==> src/rtl/fifo_rr_write_arbiter.sv <==
// Round-robin write-side arbiter sharing one FIFO write port between
// NUM_REQ producers. A winner keeps the port for up to MAX_BURST accepted
// writes, then the grant rotates to the next index after the owner.
module fifo_rr_write_arbiter #(
  parameter int NUM_REQ    = 4,
  parameter int DATA_WIDTH = 32,
  parameter int MAX_BURST  = 4
) (
  input  logic                          clk,
  input  logic                          rst,
  input  logic [NUM_REQ-1:0]            req_wr,
  input  logic [NUM_REQ*DATA_WIDTH-1:0] req_din,
  output logic [NUM_REQ-1:0]            req_ack,
  input  logic                          full,
  output logic                          wr,
  output logic [DATA_WIDTH-1:0]         din,
  output logic                          grant_valid,
  output logic [$clog2(NUM_REQ)-1:0]    grant_id
);

  localparam int IDX_W = $clog2(NUM_REQ);
  localparam int CNT_W = $clog2(MAX_BURST + 1);

  localparam logic [IDX_W-1:0] LAST_IDX  = IDX_W'(NUM_REQ - 1);
  localparam logic [CNT_W-1:0] BURST_MAX = CNT_W'(MAX_BURST);

  typedef enum logic {
    IDLE = 1'b0,
    BUSY = 1'b1
  } state_t;

  state_t           state, state_nxt;
  logic [IDX_W-1:0] owner, owner_nxt;
  logic [IDX_W-1:0] ptr, ptr_nxt;
  logic [CNT_W-1:0] burst_cnt, burst_cnt_nxt;

  logic             cand_found;
  logic [IDX_W-1:0] cand_idx;
  logic [IDX_W-1:0] sel_idx;

  // Increment an index with an explicit wrap so non-power-of-2 NUM_REQ works.
  function automatic logic [IDX_W-1:0] wrap_inc(input logic [IDX_W-1:0] i);
    return (i == LAST_IDX) ? '0 : i + 1'b1;
  endfunction

  // First requesting producer scanning ptr, ptr+1, ... modulo NUM_REQ.
  always_comb begin
    int j;
    cand_found = 1'b0;
    cand_idx   = ptr;
    for (int k = 0; k < NUM_REQ; k++) begin
      j = int'(ptr) + k;
      if (j >= NUM_REQ) j = j - NUM_REQ;
      if (!cand_found && req_wr[IDX_W'(j)]) begin
        cand_found = 1'b1;
        cand_idx   = IDX_W'(j);
      end
    end
  end

  // State register; all arbitration state clears on synchronous reset.
  always_ff @(posedge clk) begin
    // NOTE: sequential state uses non-blocking assignments so every flop
    // samples the pre-edge values, independent of statement order.
    if (rst) begin
      state     <= IDLE;
      owner     <= '0;
      ptr       <= '0;
      burst_cnt <= '0;
    end else begin
      state     <= state_nxt;
      owner     <= owner_nxt;
      ptr       <= ptr_nxt;
      burst_cnt <= burst_cnt_nxt;
    end
  end

  // Next-state decision and zero-latency write acknowledge.
  always_comb begin
    // NOTE: every output of this block is defaulted first so no path leaves
    // a signal unassigned, which would otherwise infer a latch.
    state_nxt     = state;
    owner_nxt     = owner;
    ptr_nxt       = ptr;
    burst_cnt_nxt = burst_cnt;
    req_ack       = '0;
    sel_idx       = owner;

    case (state)
      IDLE: begin
        if (cand_found && !full) begin
          req_ack[cand_idx] = 1'b1;
          sel_idx           = cand_idx;
          owner_nxt         = cand_idx;
          burst_cnt_nxt     = CNT_W'(1);
          if (MAX_BURST == 1) ptr_nxt = wrap_inc(cand_idx);
          else                state_nxt = BUSY;
        end
      end
      BUSY: begin
        if (req_wr[owner]) begin
          // Full stalls the burst but keeps the grant.
          if (!full) begin
            req_ack[owner] = 1'b1;
            burst_cnt_nxt  = burst_cnt + 1'b1;
            if (burst_cnt_nxt == BURST_MAX) begin
              state_nxt = IDLE;
              ptr_nxt   = wrap_inc(owner);
            end
          end
        end else begin
          // Owner dropped its request: release, costing one dead cycle.
          state_nxt = IDLE;
          ptr_nxt   = wrap_inc(owner);
        end
      end
      default: state_nxt = IDLE;
    endcase

    // No word is consumed on a reset edge.
    if (rst) begin
      req_ack = '0;
      sel_idx = owner;
    end
  end

  assign wr          = |req_ack;
  assign din         = req_din[int'(sel_idx)*DATA_WIDTH +: DATA_WIDTH];
  assign grant_valid = (state == BUSY);
  assign grant_id    = owner;

endmodule

==> config.mk <==
export PLATFORM = sky130hd
export DESIGN_NAME = fifo_rr_write_arbiter
export DESIGN_NICKNAME = d
export VERILOG_FILES = /design/src/rtl/fifo_rr_write_arbiter.sv
export SDC_FILE = /design/constraint.sdc
export NUM_CORES = 1
export LEC_CHECK = 0
export CAP_MARGIN = 15
export CORE_ASPECT_RATIO = 0.8
export CORE_MARGIN = 8
export CORE_UTILIZATION = 65
export CTS_CLUSTER_DIAMETER = 120
export DETAILED_ROUTE_END_ITERATION = 8
export DONT_BUFFER_PORTS = 1
export PLACE_DENSITY = 0.82
export SYNTH_ARGS = -nofsm -noshare
export SYNTH_HDL_FRONTEND = slang
export SYNTH_SLANG_ARGS = --single-unit
==> constraint.sdc <==
create_clock -name clk -period 7.05 [get_ports clk]
set_input_delay 1.41 -clock clk [delete_from_list [all_inputs] [get_ports clk]]
set_output_delay 1.41 -clock clk [all_outputs]
set_load 0.05 [all_outputs]
==> impl_results.md, run 1 <==
- Status: finished, final reports clean
- Synth top area share: 23.1%
- Total grt overflow: 0
- Fmax: 188 MHz
- Largest area contributor in the netlist: nand2_1
- Commonest cells post-synth: 101 x nand2_1, 42 x a21oi_1, 33 x a32oi_1, 11 x nor2_1, 9 x buf_2
- Die H: 60.9 µm
- CTS tree: done
- Total die area: 0.00439 mm²
- Total CTS buffers: 3
- Fin worst setup slack: 1.72 ns
- Fraction of the mapped netlist area in adder cells: 4.58%
- Minimum hold slack: 0.490 ns
- First-pass DRT Iterations: 5
- Wire per inst: 20.5 µm
- Crit Path Max Fanout: 38
- Fin. Hold Viols: 0
- Die width: 72.1 µm
- Yosys cell types: 31
- R2R depth: 4
- Startpoint types: input pin
- Core ar.: 0.00242 mm²
- GRT Total Usage: 24.9%
- Hold Path Origin: ptr[0]$_SDFFE_PP0P_
- Post-DR vias/cell: 6.54
- CTS Root Cell: clkbuf_4
- Comb power frac: 75.0%
- I/O pin count: 175
- Largest delay share family, worst path: simple AND/OR/NAND/NOR gates
- Clock-pin slew on the worst setup and hold paths: 0.05 ns
- Crit path kind: input pin to output pin
- Via count: 2052
- Post-Syn Area per Cell: 6.30 µm²
- Max cap viols: 0
- N_diodes: 0
- Largest net degree at the start of global routing: 48
- CP endpoint kind: output pin
- CP most frequent cell: buf_4
- Number of enable flip-flop cells after synthesis: 0
- Period minus WS final: 5.33 ns
- Post-synthesis cell count: 260
- Sw Share: 60.5%
- Antenna-violating nets left: 0
- Setup violations, final: 0
- Starting Density: 67.6%
- Initial antenna violation count: 0
- DP Worst Slack: 1.77 ns
- Internal: 152 µW
- Ys Warns: 0
- CP bufs+invs: 2
- Final Max Tran Viols: 0
- Post-synthesis xor/xnor area fraction: 0.535%
- Iter 0 DRT Violations: 149
- CP Launch Point: full
- Postcts setup bufs: 0
- Most used DFF post-synth: dfxtp_1
- Hold Path Depth: 2
- Proportion of synthesized area in mux cells: 6.80%
- P_sw: 234 µW
- VDD IR-drop max: 123 µV
- PortBufs: 0
- RR Startpoint: grant_id[0]$_SDFF_PP0_
- Routed WL: 6440 µm
- Post-synthesis async set-or-reset flop share: 0%
- H-tree Lvls: 1
- PwrDens: 211 mW/mm²
- Post-DP HPWL: 5400 µm
- Worst EP required: 5.64 ns
- Rel. slew slack: 26.5%
- GPL Wtd Cong: 0.905
- Post-cts hold buffer count: 0
- DP Area: 0.00181 mm²
- Post-CTS resize count: 0
- First-pass GRT wire length: 8810 µm
- Critical-path cell list: or3_1 > nor2_8 > mux2i_4 > buf_4 > a21oi_1 > a32oi_1 > buf_4
- Post-Syn Area: 0.00164 mm²
- Rows: 16
- Net count after synthesis: 401
- Compound-gate portion of the synthesized area: 36.1%
- CP max stage delay: 0.67 ns
- Clock share of power: 10.0%
- Post-Synth Simple-Gate Area: 32.6%
- Setup TNS: 0 ns
- Slowest CP cell: mux2i_4
- Flop pwr share: 15.0%
- Worst-skew pair later-pin latency: 0.28 ns
- Top-count cell post-synth: nand2_1
- Post-synthesis sequential area ratio: 9.78%
- Clk buf depth: 2
- Final net count: 421
- Post-route clock period utilization: 75.6%
- Layout cell share with drive strength beyond 1: 16.9%
- RSZ-0062 raised after global routing: false
- Leak: 0.703 nW
- Residual DRC count: 0
- Non-Filler Instances: 314
- Sink Count: 8
- Placed cell count: 311
- Worst slew pin tran: 1.11 ns
- Levels on crit path: 7
- Number of global-route vias before repair: 1812
- Synth top area cells: nand2_1 23%, a32oi_1 18%, a21oi_1 13%
- CP arrival: 3.92 ns
- Design area: 0.00183 mm²
- Seq cells post-synth: 8
- Area Growth Syn to Fin: 11.9%
- Clock skew: 0.0154 ns
- Hold WC Path Type: flop to flop
- Largest family of logic cells by synthesized area: compound AO/OA/AOI/OAI gates
worst register-to-register path, stage by stage, from the launching register on:
cell and delay [ns]:
dfxtp_1 0.83, mux4_2 0.62, and3b_1 0.32, mux2_2 0.32
a211oi_1 0.22
cell usage in the layout, fill, tap and decap left out, types with 4 or more instances in the layout:
cell      synthesis  routed
a211oi_1          4       4
a21oi_1          42      42
a32oi_1          33      33
buf_4             0      36
dfxtp_1           8       8
ha_1              6       6
inv_1             4       4
nand2_1         101     101
nand2b_1          4       4
nor2_1           11      11
stage by stage:
stage	power [mW]	util (%)
floorplan	0.284	-
global placement	0.344	74.7
detailed placement	0.348	74.7
CTS	0.387	75.7
global route	0.403	75.7
finish	0.386	75.7
worst paths after layout:
check                                    to  slack (ns)
hold / removal          ptr[0]$_SDFFE_PP0P_        0.49
hold reg to reg         ptr[0]$_SDFFE_PP0P_        0.49
setup / recovery                    din[20]        1.72
setup reg to reg  burst_cnt[2]$_SDFFE_PP0P_        4.66
state kept, by name, summed over array words and instances (netlist names):
name / cells
burst_cnt: 3
ptr: 2
grant_id: 2
grant_valid: 1
layout make-up:
cell class	instances	area, µm²
Clock buffer	3	22.5
Fill cell	187	589
Inverter	4	15.0
Multi-Input combinational cell	227	1320
Sequential cell	8	160
Tap cell	36	45.0
Timing Repair Buffer	36	270
power by group through the flow:
stage	sequential (mW)	combinational, mW	clock [mW]
after global placement	0.0588	0.285	0
final	0.0579	0.290	0.0388
after floorplan	0.0575	0.226	0
after global routing	0.0585	0.305	0.0398
after detailed placement	0.0589	0.289	0
after CTS	0.0580	0.289	0.0393
cell families (layout without fill, tap and decap cells):
kind of cell             Yosys count  after routing
AO/OA/AOI/OAI                     87             87
XOR/XNOR                           1              1
adder cells (fa/ha/maj)            6              6
buffers and inverters             25             43
flip-flops                         8              8
multiplexers                       6              6
AND/OR/NAND/NOR                  127            127
metal layers:
layer | share of wire [%] | up-vias | GRT usage (%)
li1 | - | 979 | -
met1 | 36 | 914 | 26.7
met2 | 50 | 146 | 44.7
met3 | 13 | 13 | 10.2
met4 | 1.7 | 0 | 6.38
met5 | 0 | - | 0
Note: power is estimated with default switching activity, not from simulation.
==> inputs of run 2 (changes only) <==
ABC_AREA = 1   (was not set)
clock period = 5.4 ns   (was 7.05 ns; I/O delays follow)
==> run 2 against run 1 <==
Compared with the run above:
- power grew 130%
- critical path depth grew 8
- combinational power grew to 2.5 times the previous value
- largest cell class unchanged
- critical endpoint is now din[26]
- sequential power grew 59%
- die area grew 46%
- synthesized cell count grew 110%
==> impl_results.md, run 2 <==
- Largest net degree at the start of global routing: 65
- Biggest register: burst_cnt
- Post-cts hold buffer count: 0
- Clock skew: 0.00536 ns
- CP arrival: 3.39 ns
- Starting Density: 69.0%
- Startpoint types: flop
- Total die area: 0.00641 mm²
- Total CTS buffers: 3
- Placed cell count: 568
- CTS Root Cell: clkbuf_8
- Post-Syn Area: 0.00266 mm²
- Top-count cell post-synth: nand2_1
- Worst-skew pair later-pin latency: 0.24 ns
- Post-DR vias/cell: 5.39
- Synth top area share: 23.5%
- Worst slew pin tran: 0.869 ns
- DR top layer: met4
- Util after Layout: 68.4%
- Ys Warns: 0
- First-pass GRT wire length: 13000 µm
- Non-Filler Instances: 571
- Hold Path Depth: 2
- First-pass DRT Iterations: 5
- Die width: 87.5 µm
- CTS tree: done
- Post-DP HPWL: 6560 µm
- Commonest non-fill, non-tap cell in the layout: nand2_1
- Period minus WS final: 4.47 ns
- Residual DRC count: 0
- CP endpoint kind: output pin
- Critical-path cell list: inv_2 > nand2_1 > nand2_2 > nand2_1 > nand2_4 > nor2_8 > nand3_2 > nand2_1 > nand2_2 > nand2_2 > nand3_4 > nand2_4 > nand2_1 > nand3_1 > nand2_1
- Post-synthesis cell count: 536
- CP max stage delay: 0.61 ns
- Fmax: 224 MHz
- Largest area contributor in the netlist: nand3_1
- Core ar.: 0.00385 mm²
- Via count: 3079
- Post-synthesis sequential area ratio: 6.02%
- Status: finished, final reports clean
- Slowest CP cell: dfxtp_1
- Wire per inst: 14.5 µm
- Post-CTS resize count: 0
- Most frequent cells in the layout: 157 x nand2_1, 146 x inv_1, 125 x nand3_1, 20 x nand3_2, 12 x a21oi_1
- Clock-pin slew on the worst setup and hold paths: 0.05 ns
- H-tree Lvls: 1
- CP most frequent cell: nand2_1
- Clk buf depth: 2
- Yosys cell types: 27
- Post-route clock period utilization: 82.7%
- Final Max Tran Viols: 0
- Hold WC Path Type: flop to flop
- PortBufs: 0
- Post-Syn Area per Cell: 4.96 µm²
- Die H: 73.2 µm
- GPL Wtd Cong: 0.919
- Iter 0 DRT Violations: 173
- Commonest cells post-synth: 158 x nand2_1, 146 x inv_1, 125 x nand3_1, 20 x nand3_2, 15 x buf_2
- Initial antenna violation count: 0
- Power, Total: 901 µW
- Fin. Hold Viols: 0
- Routed WL: 8280 µm
- Setup violations, final: 0
- Layout cell share with drive strength beyond 1: 9.11%
- Wl on met1: 3030 µm
- N_diodes: 0
- Setup TNS: 0 ns
- VDD IR-drop max: 211 µV
- Most used DFF post-synth: dfxtp_1
- Max reg flops: 3
- Area Growth Syn to Fin: -0.847%
- Rel. slew slack: 42.0%
- Total grt overflow: 0
- Post-synthesis async set-or-reset flop share: 0%
- Crit path kind: flop to output pin
- Met3 routed WL: 964 µm
- Worst EP required: 4.32 ns
- Seq cells post-synth: 8
- Synth top area cells: nand3_1 24%, nand2_1 22%, inv_1 21%
- PwrDens: 342 mW/mm²
- Rows: 20
- Number of enable flip-flop cells after synthesis: 0
- R2R depth: 12
- Sink Count: 8
- RSZ-0062 raised after global routing: false
- Net count after synthesis: 677
- I/O pin count: 175
- Antenna-violating nets left: 0
- Leak: 1.81 nW
- Crit Path Max Fanout: 64
- GRT Total Usage: 24.1%
- Final net count: 659
- Number of global-route vias before repair: 2889
- Met2 WL: 4210 µm
- Max cap viols: 0
- Postcts setup bufs: 0
==> run 2: cell count changes in the layout (fill, tap and decap cells not counted), sizes merged, moves of 3 or more <==
| cell | before | now |
|---|---|---|
| nand2 | 101 | 167 |
| a211oi | 4 | 0 |
| a32oi | 33 | 0 |
| inv | 4 | 149 |
| o21ai | 1 | 6 |
| nor2 | 12 | 5 |
| or3 | 3 | 0 |
| buf | 36 | 7 |
| nand2b | 4 | 0 |
| nand3 | 0 | 146 |
| a21oi | 42 | 13 |
| mux2i | 4 | 0 |
==> run 2: area by class of cell <==
type / instances / area, µm²
clock buffer: 3 / 41.3
fill: 383 / 1220
tap: 55 / 68.8
timing repair buffer: 7 / 52.6
sequential: 8 / 160
multi-input combinational: 349 / 1760
inverter: 149 / 559
==> run 2: logic make-up after synthesis <==
kind of cell,after synthesis,synth area share [%]
compound gates,21,4.28
fa+ha+maj,6,2.82
buf+inv,179,28.1
flops,8,6.02
xor+xnor,1,0.329
simple gates,321,58.5
==> run 2: metrics by stage <==
stage / hold WS [ns] / area (µm²) / setup slack (ns)
floorplan: 0.451 / 2660 / 1.11
CTS: 0.506 / 2640 / 0.949
finish: 0.498 / 2640 / 0.934
detailed placement: 0.485 / 2600 / 0.971
global route: 0.539 / 2640 / 0.616
global placement: 0.458 / 2600 / 1.04
==> run 2: worst paths after layout <==
path / startpoint / end / slack (ns)
min reg2reg: burst_cnt[1]$_SDFFE_PP0P_ / burst_cnt[1]$_SDFFE_PP0P_ / 0.50
min: burst_cnt[1]$_SDFFE_PP0P_ / burst_cnt[1]$_SDFFE_PP0P_ / 0.50
max: ptr[0]$_SDFFE_PP0P_ / din[26] / 0.93
max reg2reg: ptr[0]$_SDFFE_PP0P_ / grant_id[0]$_SDFF_PP0_ / 2.80
==> run 2: worst max-delay path, delay by kind of cell, from the launching register on <==
| family | cells | cell delay [ns] |
|---|---|---|
| flops | 1 | 0.61 |
| simple gates | 14 | 2.30 |
| buf+inv | 1 | 0.20 |
==> run 2: power by group <==
part           internal (mW)  total, mW  switching (mW)
Combinational          0.139      0.732           0.593
Sequential            0.0657     0.0922          0.0266
Clock                 0.0487     0.0770          0.0283
Total                  0.253      0.901           0.648
==> run 2: routing by layer <==
layer | vias to the layer above | GRT usage, %
li1 | 1572 | -
met5 | - | 0
met2 | 160 | 43.1
met4 | 0 | 6.08
met3 | 8 | 7.42
met1 | 1339 | 26.9
